<file path="src/rtl/clk_en_gen.sv">
// clk_en_gen: NUM_CH clock-enable strobes from one master clock, runtime divisors, resync and stall gating.
// Latency: clk_en is combinational from phase registers; cyc_cnt/cyc_par update on the edge ending a strobe.
// No backpressure; stall masks clk_en_g only. Define CLK_EN_GEN_CYC_CNT_EN for full cycle counters.
module clk_en_gen #(
    parameter int                       NUM_CH   = 3,
    parameter int                       DIV_W    = 8,
    parameter int                       CYC_W    = 64,
    parameter logic [NUM_CH*DIV_W-1:0]  DIV_INIT = {8'd24, 8'd12, 8'd4}
) (
    input  logic                                      clk,
    input  logic                                      rst,
    input  logic                                      run,
    input  logic                                      resync,
    input  logic                                      cfg_we,
    input  logic [((NUM_CH > 1) ? $clog2(NUM_CH) : 1)-1:0] cfg_ch,
    input  logic [DIV_W-1:0]                          cfg_div,
    input  logic [NUM_CH-1:0]                         stall,
    output logic [NUM_CH-1:0]                         clk_en,
    output logic [NUM_CH-1:0]                         clk_en_g,
    output logic [NUM_CH*CYC_W-1:0]                   cyc_cnt,
    output logic [NUM_CH-1:0]                         cyc_par
);
    localparam int               CH_W    = (NUM_CH > 1) ? $clog2(NUM_CH) : 1;
    localparam logic [DIV_W-1:0] DIV_ONE = {{(DIV_W-1){1'b0}}, 1'b1};

    assign clk_en_g = clk_en & ~stall;

    for (genvar k = 0; k < NUM_CH; k++) begin : g_ch
        logic [DIV_W-1:0] cnt;
        logic [DIV_W-1:0] div_cur;
        logic [DIV_W-1:0] div_nxt;
        logic [DIV_W-1:0] wrap_val;
        logic             wr_hit;

        // A programmed divisor of 0 behaves like 1: wrap point is phase 0.
        assign wrap_val  = (div_cur == '0) ? '0 : div_cur - DIV_ONE;
        assign clk_en[k] = run & (cnt == wrap_val);
        assign wr_hit    = cfg_we & (cfg_ch == CH_W'(k));

        always_ff @(posedge clk or posedge rst) begin
            if (rst) begin
                cnt     <= '0;
                div_cur <= DIV_INIT[k*DIV_W +: DIV_W];
                div_nxt <= DIV_INIT[k*DIV_W +: DIV_W];
            end else begin
                if (wr_hit) begin
                    div_nxt <= cfg_div;
                end
                // Divisor changes land only at a wrap or resync, so no period is truncated.
                if (resync) begin
                    cnt     <= '0;
                    div_cur <= wr_hit ? cfg_div : div_nxt;
                end else if (clk_en[k]) begin
                    cnt     <= '0;
                    div_cur <= div_nxt;
                end else if (run) begin
                    cnt     <= cnt + DIV_ONE;
                end
            end
        end

`ifdef CLK_EN_GEN_CYC_CNT_EN
        logic [CYC_W-1:0] cyc_q;

        always_ff @(posedge clk or posedge rst) begin
            if (rst) begin
                cyc_q <= '0;
            end else if (clk_en[k]) begin
                cyc_q <= cyc_q + {{(CYC_W-1){1'b0}}, 1'b1};
            end
        end

        assign cyc_cnt[k*CYC_W +: CYC_W] = cyc_q;
        assign cyc_par[k]                = cyc_q[0];
`else
        // Only the parity bit is kept; it toggles exactly where counter bit 0 would.
        logic par_q;

        always_ff @(posedge clk or posedge rst) begin
            if (rst) begin
                par_q <= 1'b0;
            end else if (clk_en[k]) begin
                par_q <= ~par_q;
            end
        end

        assign cyc_cnt[k*CYC_W +: CYC_W] = '0;
        assign cyc_par[k]                = par_q;
`endif
    end
endmodule
</file>
<file path="config.mk">
export PLATFORM = sky130hd
export DESIGN_NAME = clk_en_gen
export DESIGN_NICKNAME = d
export VERILOG_FILES = /design/src/rtl/clk_en_gen.sv
export SDC_FILE = /design/constraint.sdc
export NUM_CORES = 1
export LEC_CHECK = 0
export ABC_AREA = 1
export CAP_MARGIN = 20
export CORE_ASPECT_RATIO = 2
export CORE_MARGIN = 1
export CORE_UTILIZATION = 47
export DETAILED_ROUTE_END_ITERATION = 8
export PLACE_DENSITY = 0.79
export SLEW_MARGIN = 20
export SYNTH_ARGS = -nofsm -noshare
export SYNTH_HDL_FRONTEND = slang
export SYNTH_SLANG_ARGS = --single-unit
</file>
<file path="constraint.sdc">
create_clock -name clk -period 3.1 [get_ports clk]
set_input_delay 0.62 -clock clk [delete_from_list [all_inputs] [get_ports clk]]
set_output_delay 0.62 -clock clk [all_outputs]
set_load 0.1 [all_outputs]
</file>
==> results_dict.tcl, run 1 <==
set metrics [dict create \
    crit_chain "inv_2 > ha_4 > xor2_1 > nand2_1 > nand2_1 > nand2_1 > nor2_1 > nand3_2 > inv_2 > nand2_2 > nor2_2 > buf_12" \
    worstPathRequired_ns 2.48 \
    switching_share_pct 51.0 \
    drt_pass1_iterations 9 \
    ys.flop_type "dfrtp_1" \
    avgRoutedWirePerCell_um 12.2 \
    startpoint_type "register" \
    gr-usage-all-layers_pct 19.3 \
    fin_skew_ns 0.00466 \
    cts_tree "built" \
    final_antenna_net_count 0 \
    hold_class "register to register" \
    clock_path_buffers 2 \
    post-route-period-util_pct 95.0 \
    start_util_pct 48.2 \
    max_cap_viol_count 0 \
    root_buffer "clkbuf_16" \
    yosys_register_bits 75 \
    route.final.wire_length_um 13700 \
    n_fill_cell 1351 \
    crit_path_end_kind "primary output" \
    netSwitchingPower_w 0.00213 \
    viasPerCell 4.81 \
    drc 13 \
    finalSetupViolCount 0 \
    tightest_slew_ns 0.559 \
    postCtsHoldBufs 0 \
    r2r_setup_slack_ns 0.81 \
    critical_path_class "register to primary output" \
    holdWs_ns 0.485 \
    yosys.area.top_type "dfrtp_1" \
    utilization_pct 48.7 \
    p_leak_nw 3.74 \
    grt_pass1_wl_um 21600 \
    timing.rr.start "g_ch[2].div_cur[0]$_DFFE_PP0P_" \
    overflow 0 \
    post-place-ws_ns 0.311 \
    antenna_found_initial 0 \
    finalHoldViolations 0 \
    synth_edf_count 0 \
    post_cts_buffers 0 \
    area_growth_pct 1.22 \
    mostFrequentLayoutCells "nand2_1 (239), conb_1 (192), inv_1 (92), nand3_1 (78), nor2_1 (77)" \
    hpwl_um 10600 \
    yosysSeqAreaShare_pct 29.2 \
    synth_top_area_share_pct 25.1 \
    dieWidth_um 85.0 \
    violations "design-rule violations" \
    outcome "complete, but fails checks" \
    netlist_instances 947 \
    synth.distinct_cells 31 \
    clk_transition_reported_paths_ns 0.06 \
    mostFrequentLayoutCell "nand2_1" \
    grt_max_degree 67 \
    cpPeakStageDelay_ns 0.41 \
    fin_crit_ns 2.95 \
    dieArea_um2 14300 \
    clockPowerShare_pct 24.8 \
    reg2reg_to "g_ch[2].div_cur[1]$_DFFE_PP0P_" \
    max_freq_ghz 0.339 \
    core_um2 13400 \
    portBuffers 26 \
    crit_top_cell "nand2_1" \
    die_h_um 168 \
    clk_latency_ns 0.34 \
    power_density_nw_per_um2 639 \
    hp-start "g_ch[0].par_q$_DFFE_PP0P_" \
    fin_nets 988 \
    numCtsBuffers 9 \
    htreeDepth 3 \
    final_layout_size_suffix_gt1_share_pct 8.88 \
    dr.first_iter.drc_count 344 \
    diodes 0 \
    min_path_cells 1 \
    reg2reg_depth 14 \
    power_frac_comb_pct 46.3 \
    gp_congestion 0.959 \
    slew_headroom_pct 62.6 \
    async_reset_ff_share_pct 100 \
    internal_power_w 0.00205 \
    synth.avg_cell_area_um2 6.83 \
    cts.sinks 75 \
    ios 219 \
    ir_drop_v 0.000371 \
    yosysWarnings 0 \
    hold_end "g_ch[0].par_q$_DFFE_PP0P_" \
    cp_slowest_cell "dfrtp_1" \
    cp.arrival_ns 2.33 \
    drv_slew 0 \
    synthTopCellsByArea "dfrtp_1 (25%), buf_4 (23%), nand2_1 (14%)" \
    syn_area_um2 6470 \
    std_cell_rows 60 \
    num_vias 5410 \
    crit_fanout 5 \
    finalWorstSetupSlack_ns 0.154 \
    grt_pass1_vias 4631 \
    seqPwrFrac_pct 29.0 \
]
[cell type report]
cell class / instances / area, µm² / area share (%)
multi-input combinational: 743 / 3410 / 52.1
sequential: 75 / 1890 / 28.8
inverter: 102 / 383 / 5.85
timing repair buffer: 33 / 378 / 5.77
clock buffer: 11 / 243 / 3.71
tap: 155 / 194 / 2.96
clock inverter: 5 / 52.6 / 0.802
[registers in the layout, summed over array words and instances (netlist names)]
register      count
g_ch.div_cur     24
g_ch.par_q        3
g_ch.cnt         24
g_ch.div_nxt     24
[power groups by stage]
stage | sequential [W] | clock, W | combinational, W
floorplan | 0.00120 | 0 | 0.00192
global placement | 0.00122 | 0 | 0.00188
detailed placement | 0.00123 | 0 | 0.00190
CTS | 0.00121 | 0.00104 | 0.00191
global route | 0.00123 | 0.00109 | 0.00206
finish | 0.00121 | 0.00104 | 0.00194
[metal layers]
layer  up-vias  part of all wire [%]  GRT usage (%)
met2       287                    53           36.3
met4         0                   5.9           13.9
met3        53                   5.7           2.25
met5         -                     0              0
li1       2614                     -              -
met1      2456                    35           18.9
[per-stage QoR]
stage | std cells | area (µm²) | setup TNS [ns] | power (W)
global route | 1124 | 6550 | -0.0217 | 0.00438
CTS | 1124 | 6500 | 0 | 0.00416
finish | 1124 | 6550 | 0 | 0.00419
floorplan | 1138 | 7210 | -0.227 | 0.00312
global placement | 1108 | 6190 | 0 | 0.00311
detailed placement | 1108 | 6190 | 0 | 0.00313
[cells by family after synthesis]
logic type	after synthesis	share of synthesized area [%]
fa+ha+maj	6	1.16
other cells	1	0.0579
simple gates	466	31.7
compound gates	59	4.56
buf+inv	320	30.5
flops	75	29.2
xor+xnor	20	2.82
[how the worst max path moves through the flow]
stage          depth (start not counted)                           start  slack [ns]     endpoint
6_report                              12  g_ch[0].div_cur[0]$_DFFE_PP0P_        0.15  clk_en_g[0]
3_5_place_dp                          13  g_ch[0].div_cur[0]$_DFFE_PP0P_        0.31  clk_en_g[0]
3_3_place_gp                          12  g_ch[2].div_cur[0]$_DFFE_PP0P_        0.35    clk_en[2]
5_1_grt                               13  g_ch[0].div_cur[0]$_DFFE_PP0P_       -0.02  clk_en_g[0]
4_1_cts                               13  g_ch[0].div_cur[0]$_DFFE_PP0P_        0.03  clk_en_g[0]
2_1_floorplan                         11  g_ch[2].div_cur[0]$_DFFE_PP0P_       -0.23    clk_en[2]
[critical path: cells and delay by family, from the launching register on]
kind	cells	cell delay (ns)
AND/OR/NAND/NOR	7	0.73
flip-flops	1	0.41
buffers and inverters	3	0.39
XOR/XNOR	1	0.28
adder cells (fa/ha/maj)	1	0.18
[synthesized netlist by cell type (all sizes together) (2+ instances only)]
cell type  count
xnor2          2
nand4         31
nand2        250
nand3         82
nor2          89
clkbuf        15
nor3           7
dfrtp         65
inv          102
xor2          18
ha             6
a21oi         28
buf          203
o21ai         31
dfstp         10
nand3b         5
[timing repair]
action | 4_1_cts | 5_1_grt
endpoints found under the setup margin | 3 | 6
resized for setup | 4 | 12
cloned | 0 | 0
pin swaps | 0 | 1
Note: power is estimated with default switching activity, not from simulation.
==> run 2: changes to the inputs <==
Settings changed: GPL_TIMING_DRIVEN set to 0.
==> run 2 against run 1 <==
The flow still finishes with violations (design-rule violations). Combinational power is 13% higher. Flip-flop and latch count is the same. Global-route usage rose by 1.5 points. Clock-buffer cell count decreased by 1. Power increased by 7.1%. Register-to-register slack hardly changed. Die area is the same. Cell area up 25%. Clock power is 4% higher. Cell count up 20%. Maximum frequency shrank 2.5%. First-iteration DRC count down 19%. Critical endpoint is now clk_en[2]. Largest cell class unchanged. Largest power group unchanged. Highest routed layer unchanged.
==> results_dict.tcl, run 2 (same netlist as run 1, synthesis figures left out) <==
set metrics [dict create \
    cts_tree "built" \
    path_delay_family "simple AND/OR/NAND/NOR gates" \
    num_vias 5916 \
    crit_path_end_kind "primary output" \
    max_freq_ghz 0.331 \
    std_cell_rows 60 \
    post-place-ws_ns -0.700 \
    tightest_slew_ns 0.960 \
    route.final.wire_length_um 14800 \
    fin_skew_ns 0.00848 \
    gr-usage-all-layers_pct 20.8 \
    p_leak_nw 4.84 \
    cp-startpoint "g_ch[2].div_cur[0]$_DFFE_PP0P_" \
    fin_crit_ns 3.02 \
    netSwitchingPower_w 0.00220 \
    finalWorstSetupSlack_ns 0.0795 \
    violations "design-rule violations" \
    crit_fanout 10 \
    cts.sinks 75 \
    drc 9 \
    numCtsBuffers 9 \
    clock_path_buffers 2 \
    dieArea_um2 14300 \
    post-route-period-util_pct 97.4 \
    root_buffer "clkbuf_16" \
    die_h_um 168 \
    dieWidth_um 85.0 \
    hold_class "register to register" \
    p_total_w 0.00448 \
    clk_latency_ns 0.34 \
    ir_drop_v 0.000284 \
    worstPathRequired_ns 2.48 \
    htreeDepth 3 \
    antenna_found_initial 0 \
    cp_slowest_cell "dfrtp_1" \
    power_density_nw_per_um2 547 \
    overflow 0 \
    top_regs "g_ch.cnt (24), g_ch.div_cur (24), g_ch.div_nxt (24)" \
    cp.arrival_ns 2.40 \
    final_layout_size_suffix_gt1_share_pct 24.8 \
    mostFrequentLayoutCell "nand2_1" \
    core_um2 13400 \
    portBuffers 24 \
    final_antenna_net_count 0 \
    timing.rr.start "g_ch[0].div_cur[0]$_DFFE_PP0P_" \
    dpl.cell_count 1318 \
    grt_max_degree 57 \
    postCtsHoldBufs 0 \
    viasPerCell 4.39 \
    critical_path_class "register to primary output" \
    drv_slew 0 \
    hpwl_um 12000 \
    holdWs_ns 0.471 \
    avgRoutedWirePerCell_um 11.0 \
    rsz0062_at_grt "true" \
    multi_input_area_um2 3410 \
    grt_pass1_wl_um 23700 \
    register_area_um2 1890 \
    finalSetupViolCount 0 \
    internal_power_w 0.00228 \
    n_fill_cell 1212 \
    seqPwrFrac_pct 26.9 \
    hp-start "g_ch[0].par_q$_DFFE_PP0P_" \
    drt_pass1_iterations 9 \
    setup-tns-final_ns 0 \
    clk_transition_reported_paths_ns 0.06 \
    switching_share_pct 49.1 \
    grt_pass1_vias 5402 \
    dr.first_iter.drc_count 277 \
    crit_chain "inv_2 > ha_4 > nand2_1 > nor2_2 > nand2_2 > buf_6 > nand4_1 > nand4_1 > nor2_1 > nand2_2 > nor3_2 > buf_6" \
    fin_cells 1348 \
    fin_nets 1212 \
    finalHoldViolations 0 \
    clockPowerShare_pct 24.1 \
    power_frac_comb_pct 49.0 \
    crit_buf_inv 3 \
    diodes 0 \
    outcome "complete, but fails checks" \
    slew_headroom_pct 35.8 \
    cpPeakStageDelay_ns 0.40 \
    mostFrequentLayoutCells "nand2_1 (239), buf_4 (209), conb_1 (192), inv_1 (89), nand3_1 (78)" \
    ios 219 \
    area_growth_pct 26.6 \
    gp_congestion 0.931 \
    start_util_pct 48.2 \
    max_cap_viol_count 0 \
    startpoint_type "register" \
]
==> run 2: cell types whose count changed in the layout (fill, tap and decap cells not counted), sizes merged <==
cell           delta
clkdlybuf4s50     +1
buf             +208
inv               +2
clkbuf           +14
clkinvlp          +2
clkinv            -3
==> run 2: worst register-to-register path, cell delays in order (launching register included) <==
cell and delay (ns):
dfrtp_1 0.42, inv_2 0.11, ha_4 0.17, nand2_1 0.09
nor2_4 0.12, nand2_2 0.09, buf_6 0.15, nand3_1 0.10
nand2_1 0.05, nor2_1 0.12, nand3_2 0.10, buf_4 0.16
nor2_4 0.12, buf_4 0.17, nor2_4 0.08, nand2_1 0.09
nand2_1 0.05
==> run 2: worst paths after layout <==
kind,cells after the start,to,slack (ns)
worst max-delay path,12,clk_en[2],0.08
worst min-delay path,1,g_ch[0].par_q$_DFFE_PP0P_,0.47
worst max register to register,16,g_ch[0].div_cur[5]$_DFFE_PP0P_,0.81
worst min register to register,1,g_ch[0].par_q$_DFFE_PP0P_,0.47
max in group asynchronous,3,g_ch[2].div_nxt[4]$_DFF_PP1_,1.89
min in group asynchronous,2,g_ch[1].div_nxt[1]$_DFF_PP0_,0.59
==> run 2: final cells by class <==
cell class,instances,share of cell area (%)
buffer,218,19.4
clock buffer,10,2.92
clock inverter,6,0.855
inverter,102,4.70
multi-input combinational,743,41.6
sequential,75,23.1
tap,155,2.37
timing repair buffer,39,5.06
==> run 2: timing repair <==
item / 4_1_cts / 5_1_grt
gates resized for setup: 56 / 12
endpoints found under the setup margin: 6 / 5
buffers inserted: 2 / 12
pin swaps: 2 / 9
==> run 2: metal layers <==
metal	track usage (%)	wire (µm)
met5	0	0
met4	12.2	634
met3	3.04	830
met2	40.3	8020
met1	20.0	5350
==> run 2: power groups by stage <==
stage	Sequential, W	Clock (W)	Combinational [W]
final	0.00121	0.00108	0.00220
after CTS	0.00121	0.00109	0.00214
after global placement	0.00121	0	0.00209
after global routing	0.00122	0.00113	0.00234
after detailed placement	0.00122	0	0.00211
after floorplan	0.00120	0	0.00192
==> run 2: metrics by stage <==
step,utilization (%),instance area [µm²]
after floorplan,-,7210
after global placement,56.9,7640
after detailed placement,57.1,7670
after CTS,60.0,8060
after global routing,61.0,8190
final,61.0,8190
